`src/rtl/uart_tx_fifo.sv`:
```
// Byte FIFO feeding a uart_tx transmitter.
// A producer pushes bytes with wr_en/wr_data. A small drain FSM presents them one at a time
// to uart_tx through tx_send/tx_data, using tx_ready as the handshake.
//
// Ports:
//   clk, rst          clock, synchronous active-high reset
//   wr_data, wr_en    enqueue one byte per cycle while wr_en is high
//   clr_ovf           clears the sticky overflow flag
//   full, empty       fill status derived from the registered count
//   count             fill level, 0..2**ADDR_W
//   overflow          sticky: a write arrived while full and was dropped
//   tx_ready          uart_tx ready (high = idle)
//   tx_send, tx_data  send request and byte presented to uart_tx
module uart_tx_fifo #(
  parameter int unsigned ADDR_W = 4,
  parameter int unsigned DATA_W = 8
) (
  input  logic              clk,
  input  logic              rst,
  input  logic [DATA_W-1:0] wr_data,
  input  logic              wr_en,
  input  logic              clr_ovf,
  output logic              full,
  output logic              empty,
  output logic [ADDR_W:0]   count,
  output logic              overflow,
  input  logic              tx_ready,
  output logic              tx_send,
  output logic [DATA_W-1:0] tx_data
);

  localparam int unsigned Depth = 2 ** ADDR_W;
  localparam logic [ADDR_W:0] FullCount = {1'b1, {ADDR_W{1'b0}}};

  typedef enum logic [1:0] {StIdle, StSend, StBusy} state_e;

  state_e            state_q, state_d;
  logic [DATA_W-1:0] mem_q [Depth];
  logic [ADDR_W-1:0] wr_ptr_q, wr_ptr_d;
  logic [ADDR_W-1:0] rd_ptr_q, rd_ptr_d;
  logic [ADDR_W:0]   count_q, count_d;
  logic              overflow_q, overflow_d;
  logic              tx_send_q, tx_send_d;
  logic [DATA_W-1:0] tx_data_q, tx_data_d;
  logic              wr_accept;
  logic              pop;

  assign full      = (count_q == FullCount);
  assign empty     = (count_q == '0);
  assign wr_accept = wr_en && !full;

  // Drain FSM. The head byte is only popped once uart_tx has taken it (tx_ready falls), so
  // an unacknowledged byte still counts toward full.
  always_comb begin
    state_d   = state_q;
    tx_send_d = tx_send_q;
    tx_data_d = tx_data_q;
    pop       = 1'b0;
    case (state_q)
      StIdle: begin
        if (!empty && tx_ready) begin
          tx_data_d = mem_q[rd_ptr_q];
          tx_send_d = 1'b1;
          state_d   = StSend;
        end
      end
      StSend: begin
        if (!tx_ready) begin
          tx_send_d = 1'b0;
          pop       = 1'b1;
          state_d   = StBusy;
        end
      end
      StBusy: begin
        if (tx_ready) begin
          state_d = StIdle;
        end
      end
      default: begin
        tx_send_d = 1'b0;
        state_d   = StIdle;
      end
    endcase
  end

  always_comb begin
    wr_ptr_d = wr_ptr_q;
    rd_ptr_d = rd_ptr_q;
    count_d  = count_q;
    if (wr_accept) begin
      wr_ptr_d = wr_ptr_q + ADDR_W'(1);
    end
    if (pop) begin
      rd_ptr_d = rd_ptr_q + ADDR_W'(1);
    end
    case ({wr_accept, pop})
      2'b10:   count_d = count_q + (ADDR_W + 1)'(1);
      2'b01:   count_d = count_q - (ADDR_W + 1)'(1);
      default: count_d = count_q;
    endcase
  end

  // A drop wins over a coincident clear so the event is never lost.
  always_comb begin
    overflow_d = overflow_q;
    if (clr_ovf) begin
      overflow_d = 1'b0;
    end
    if (wr_en && full) begin
      overflow_d = 1'b1;
    end
  end

  always_ff @(posedge clk) begin
    if (rst) begin
      state_q    <= StIdle;
      wr_ptr_q   <= '0;
      rd_ptr_q   <= '0;
      count_q    <= '0;
      overflow_q <= 1'b0;
      tx_send_q  <= 1'b0;
      tx_data_q  <= '0;
    end else begin
      state_q    <= state_d;
      wr_ptr_q   <= wr_ptr_d;
      rd_ptr_q   <= rd_ptr_d;
      count_q    <= count_d;
      overflow_q <= overflow_d;
      tx_send_q  <= tx_send_d;
      tx_data_q  <= tx_data_d;
    end
  end

  // Storage is not reset; only the pointers and count define valid contents.
  always_ff @(posedge clk) begin
    if (wr_accept) begin
      mem_q[wr_ptr_q] <= wr_data;
    end
  end

  assign count    = count_q;
  assign overflow = overflow_q;
  assign tx_send  = tx_send_q;
  assign tx_data  = tx_data_q;

endmodule
```
`config.mk`:
```
export PLATFORM = sky130hd
export DESIGN_NAME = uart_tx_fifo
export DESIGN_NICKNAME = d
export VERILOG_FILES = /design/src/rtl/uart_tx_fifo.sv
export SDC_FILE = /design/constraint.sdc
export NUM_CORES = 1
export LEC_CHECK = 0
export ABC_AREA = 1
export CORE_UTILIZATION = 37
export DETAILED_ROUTE_END_ITERATION = 8
export SLEW_MARGIN = 10
export SYNTH_ARGS = -nofsm -noshare
export SYNTH_HDL_FRONTEND = slang
export SYNTH_SLANG_ARGS = --single-unit
```
`constraint.sdc`:
```
create_clock -name clk -period 2.4 [get_ports clk]
set_clock_uncertainty 0.2 [all_clocks]
set_input_delay 0.36 -clock clk [delete_from_list [all_inputs] [get_ports clk]]
set_output_delay 0.36 -clock clk [all_outputs]
set_load 0.02 [all_outputs]
```
==> impl_metrics.env <==
export IMPL_run_status="complete, no violations"
export IMPL_clkSinkCount=153
export IMPL_clk_pin_slew_ps=60
export IMPL_critPathMaxFanout=5
export IMPL_warning_count_from_the_yosys_run=0
export IMPL_timing_hold_worst_class="reg -> reg"
export IMPL_totalWireLength_um=15500
export IMPL_timing_reg2reg_worst_path_depth=12
export IMPL_setup_total_negative_slack_ps=0
export IMPL_final_hold_violation_count=0
export IMPL_final_cell_area_um2=7980
export IMPL_seq_power_share_pct=46.8
export IMPL_ys_flop_type="sky130_fd_sc_hd__edfxtp_1"
export IMPL_synth_edff_count=128
export IMPL_share_of_the_cycle_needed_by_the_critical_path_after_routing_pct=91.4
export IMPL_floorplan_core_area_um2=17500
export IMPL_grt_use_met3_pct=3.62
export IMPL_met2_resource_use_gr_pct=30.7
export IMPL_vertical_extent_of_the_die_um=136
export IMPL_reg2reg_slack_ps=210
export IMPL_antenna_violating_nets_post_route=0
export IMPL_holdCritStartpoint="overflow$_SDFFE_PP0P_"
export IMPL_power_density_nw_per_um2=803
export IMPL_worst_path_largest_cell_delay_ps=440
export IMPL_synth_cell_area_um2=6680
export IMPL_total_switching_power_mw=1.50
export IMPL_max_vdd_ir_drop_uv=488
export IMPL_synthTopCellsByCount="sky130_fd_sc_hd__nand2_1 (199), sky130_fd_sc_hd__edfxtp_1 (128), sky130_fd_sc_hd__nand3_1 (97)"
export IMPL_fraction_of_final_layout_cells_with_drive_strength_greater_than_1_pct=10.7
export IMPL_power_combinational_fraction_pct=10.3
export IMPL_placement_rows=48
export IMPL_die_width_um=136
export IMPL_finalMaxSlewViolations=0
export IMPL_synth_seq_cells=153
export IMPL_antennaDiodeCount=0
export IMPL_synthTopCellsByArea="sky130_fd_sc_hd__edfxtp_1 (58%), sky130_fd_sc_hd__nand2_1 (11%), sky130_fd_sc_hd__dfxtp_1 (7.5%), sky130_fd_sc_hd__nand3_1 (7.3%), sky130_fd_sc_hd__inv_1 (5.0%)"
export IMPL_slew_headroom_pct=49.8
export IMPL_r2r_end="count[2]$_SDFFE_PP0P_"
export IMPL_grt_met1_usage_pct=23.3
export IMPL_power_share_switching_pct=23.5
export IMPL_cp_required_ps=2520
export IMPL_die_area_um2=18600
export IMPL_asyncSetResetFlopFracSynth_pct=0
export IMPL_tritoncts_num_buffers=17
export IMPL_pin_count=30
export IMPL_worst_setup_path_end_kind="flop"
export IMPL_final_cells=975
export IMPL_post_dp_cell_area_um2=7360
export IMPL_worstPathArrival_ps=2310
export IMPL_number_of_vias_after_detailed_routing=4673
export IMPL_setup_repair_after_global_routing_missed_its_margin="no"
export IMPL_min_delay_path_depth=2
export IMPL_fmax_ghz=0.456
export IMPL_post_synth_top_count_cell="sky130_fd_sc_hd__nand2_1"
export IMPL_clk_path_buf_depth=2
export IMPL_drt_wirelength_per_cell_um=15.9
export IMPL_synth_lib_cells_used_distinct=23
export IMPL_dp_final_hpwl_um=10200
export IMPL_internal_power_mw=4.90
export IMPL_grtUsageTotal_pct=18.4
export IMPL_worst_pin_slew_ps=751
export IMPL_detailedRoute_firstIterationViolations=322
export IMPL_finalSetupViolations=0
export IMPL_critical_path_slowest_cell="sky130_fd_sc_hd__dfxtp_1"
export IMPL_syn_instance_count=686
export IMPL_placed_insts=945
export IMPL_proportion_of_power_drawn_by_the_clock_network_pct=42.9
export IMPL_clk_insertion_delay_late_ps=430
export IMPL_finalWeightedCongestion=0.847
export IMPL_synth_area_leader_cell="sky130_fd_sc_hd__edfxtp_1"
export IMPL_num_nets_final=760
export IMPL_cts_root_buffer_cell="sky130_fd_sc_hd__clkbuf_16"
export IMPL_grt_max_degree=43
export IMPL_number_of_antenna_violations_at_the_first_check_in_global_routing=0
export IMPL_via_density_per_instance=4.79
export IMPL_max_cap_viol_count=0
export IMPL_criticalPathCategory="reg -> reg"
export IMPL_layout_min_cycle_time_ps=2190
export IMPL_sequential_share_of_the_synthesized_area_pct=65.0
export IMPL_syn_mean_instance_area_um2=9.74
export IMPL_grt_pass1_wl_um=25100
export IMPL_area_growth_pct=19.4
export IMPL_global_route_overflow_total=0
export IMPL_area_share_of_the_largest_cell_type_after_synthesis_pct=57.5
export IMPL_cts_htree_levels=4
export IMPL_grt_pass1_vias=4837
export IMPL_global_route_peak_usage_layer="met2"
export IMPL_synth_fp_nets=707
export IMPL_first_pass_iters=5
export IMPL_p_leak_nw=3.36
export IMPL_whs_endpoint="overflow$_SDFFE_PP0P_"
export IMPL_startpoint_type="flop"
export IMPL_tritoncts_clock_tree="yes"
export IMPL_cts_hold_buffers_added=0
export IMPL_regToRegStartpoint="count[0]$_SDFFE_PP0P_"
export IMPL_drc_errors=0
export IMPL_critical_path_cell_list="nor2_1 -> nand4_1 -> nand2_2 -> ha_1 -> xor2_2 -> ha_1 -> inv_1 -> nand2_1 -> buf_4 -> xor2_1 -> o21ai_1 -> inv_1"
export IMPL_initial_core_util_pct=38.2
export IMPL_portBuffers=29
==> area by class of cell <==
class / instances / area [µm²]
Clock inverter: 13 / 179
Inverter: 101 / 379
Multi-Input combinational cell: 403 / 1810
Clock buffer: 17 / 425
Timing Repair Buffer: 63 / 563
Tap cell: 225 / 282
Sequential cell: 153 / 4350
Fill cell: 1622 / 9500
==> logic make-up (layout without fill, tap and decap cells) <==
| logic type | after synthesis | count (layout) | share of synthesized area, % |
|---|---|---|---|
| xor gates and xnor gates | 5 | 5 | 0.655 |
| buffers and inverters | 130 | 194 | 8.07 |
| AOI/OAI and AO/OA | 34 | 34 | 2.58 |
| adders and majority gates | 8 | 8 | 1.50 |
| and+or+nand+nor | 356 | 356 | 22.2 |
| DFF | 153 | 153 | 65.0 |
==> cell usage in the layout (no fill, tap or decap) <==
cell type	Yosys	final
sky130_fd_sc_hd__nand2_1	199	199
sky130_fd_sc_hd__edfxtp_1	128	128
sky130_fd_sc_hd__nand3_1	97	97
sky130_fd_sc_hd__inv_1	89	89
sky130_fd_sc_hd__nor2_1	52	52
sky130_fd_sc_hd__buf_4	7	33
sky130_fd_sc_hd__clkdlybuf4s50_1	0	27
sky130_fd_sc_hd__dfxtp_1	25	24
sky130_fd_sc_hd__clkbuf_16	0	17
sky130_fd_sc_hd__a21oi_1	16	16
sky130_fd_sc_hd__inv_2	12	12
sky130_fd_sc_hd__o21ai_0	11	11
sky130_fd_sc_hd__ha_1	8	8
sky130_fd_sc_hd__o21ai_1	6	6
sky130_fd_sc_hd__xor2_1	5	4
sky130_fd_sc_hd__bufinv_16	0	4
sky130_fd_sc_hd__nand4_1	3	3
sky130_fd_sc_hd__clkinvlp_4	0	3
sky130_fd_sc_hd__nand2_2	2	2
sky130_fd_sc_hd__clkinv_2	0	2
sky130_fd_sc_hd__dlymetal6s2s_1	0	2
sky130_fd_sc_hd__nor3_2	1	1
sky130_fd_sc_hd__xor2_2	0	1
sky130_fd_sc_hd__a21boi_1	1	1
sky130_fd_sc_hd__nand3b_1	1	1
sky130_fd_sc_hd__nor3_1	1	1
sky130_fd_sc_hd__clkinv_4	0	1
sky130_fd_sc_hd__clkinv_1	0	1
sky130_fd_sc_hd__inv_6	0	1
sky130_fd_sc_hd__clkinvlp_2	0	1
sky130_fd_sc_hd__buf_12	0	1
sky130_fd_sc_hd__dfxtp_2	0	1
==> timing repair <==
action / 4_1_cts / 5_1_grt
endpoints found under the setup margin: 0 / 3
gates resized for setup: 0 / 3
setup buffers: 0 / 0
==> power groups by stage <==
stage               Combinational (mW)  Sequential [mW]  Clock [mW]
finish                           0.659             3.00        2.75
global route                     0.733             3.01        2.88
CTS                              0.666             3.00        2.78
detailed placement               0.661             3.06           0
global placement                 0.648             3.06           0
floorplan                        0.355             3.09           0
==> worst max-delay path: cells and delay by family, from the launching register on <==
| kind | cells | cell delay (ps) |
|---|---|---|
| buffers and inverters | 3 | 240 |
| XOR/XNOR | 2 | 310 |
| AND/OR/NAND/NOR | 4 | 370 |
| flip-flops | 1 | 440 |
| AO/OA/AOI/OAI | 1 | 120 |
| adder cells (fa/ha/maj) | 2 | 420 |
==> sequential cells by signal, summed over array words and instances (netlist names) <==
| register | count |
|---|---|
| mem_q | 128 |
| tx_data | 8 |
| count | 5 |
| rd_ptr_q | 4 |
| wr_ptr_q | 4 |
| state_q | 2 |
| overflow | 1 |
| tx_send | 1 |
==> layer usage <==
layer	share of wire, %	vias up	wire, µm
met2	49	94	7560
met4	2.1	0	323
li1	-	2330	-
met1	45	2220	6940
met5	0	-	0
met3	4.2	29	656
==> how the worst max path moves through the flow <==
stage	start	endpoint	slack [ps]	cells after the start
3_5_place_dp	tx_ready	count[4]$_SDFFE_PP0P_	-20	13
6_report	count[0]$_SDFFE_PP0P_	count[2]$_SDFFE_PP0P_	210	12
4_1_cts	count[0]$_SDFFE_PP0P_	empty	20	4
5_1_grt	count[0]$_SDFFE_PP0P_	count[4]$_SDFFE_PP0P_	5	14
3_3_place_gp	tx_ready	count[4]$_SDFFE_PP0P_	30	13
2_1_floorplan	count[4]$_SDFFE_PP0P_	count[4]$_SDFFE_PP0P_	170	13
==> stage by stage <==
| stage | power (mW) | worst slack, ps | hold slack (ps) | util [%] |
|---|---|---|---|---|
| after floorplan | 3.44 | 167 | 259 | - |
| after global placement | 3.70 | 29.1 | 251 | 42.1 |
| after global routing | 6.62 | 5.25 | 286 | 45.7 |
| final | 6.41 | 207 | 260 | 45.7 |
| after CTS | 6.45 | 24.8 | 263 | 45.6 |
| after detailed placement | 3.72 | -22.0 | 253 | 42.1 |
(Power assumes the default switching activity.)
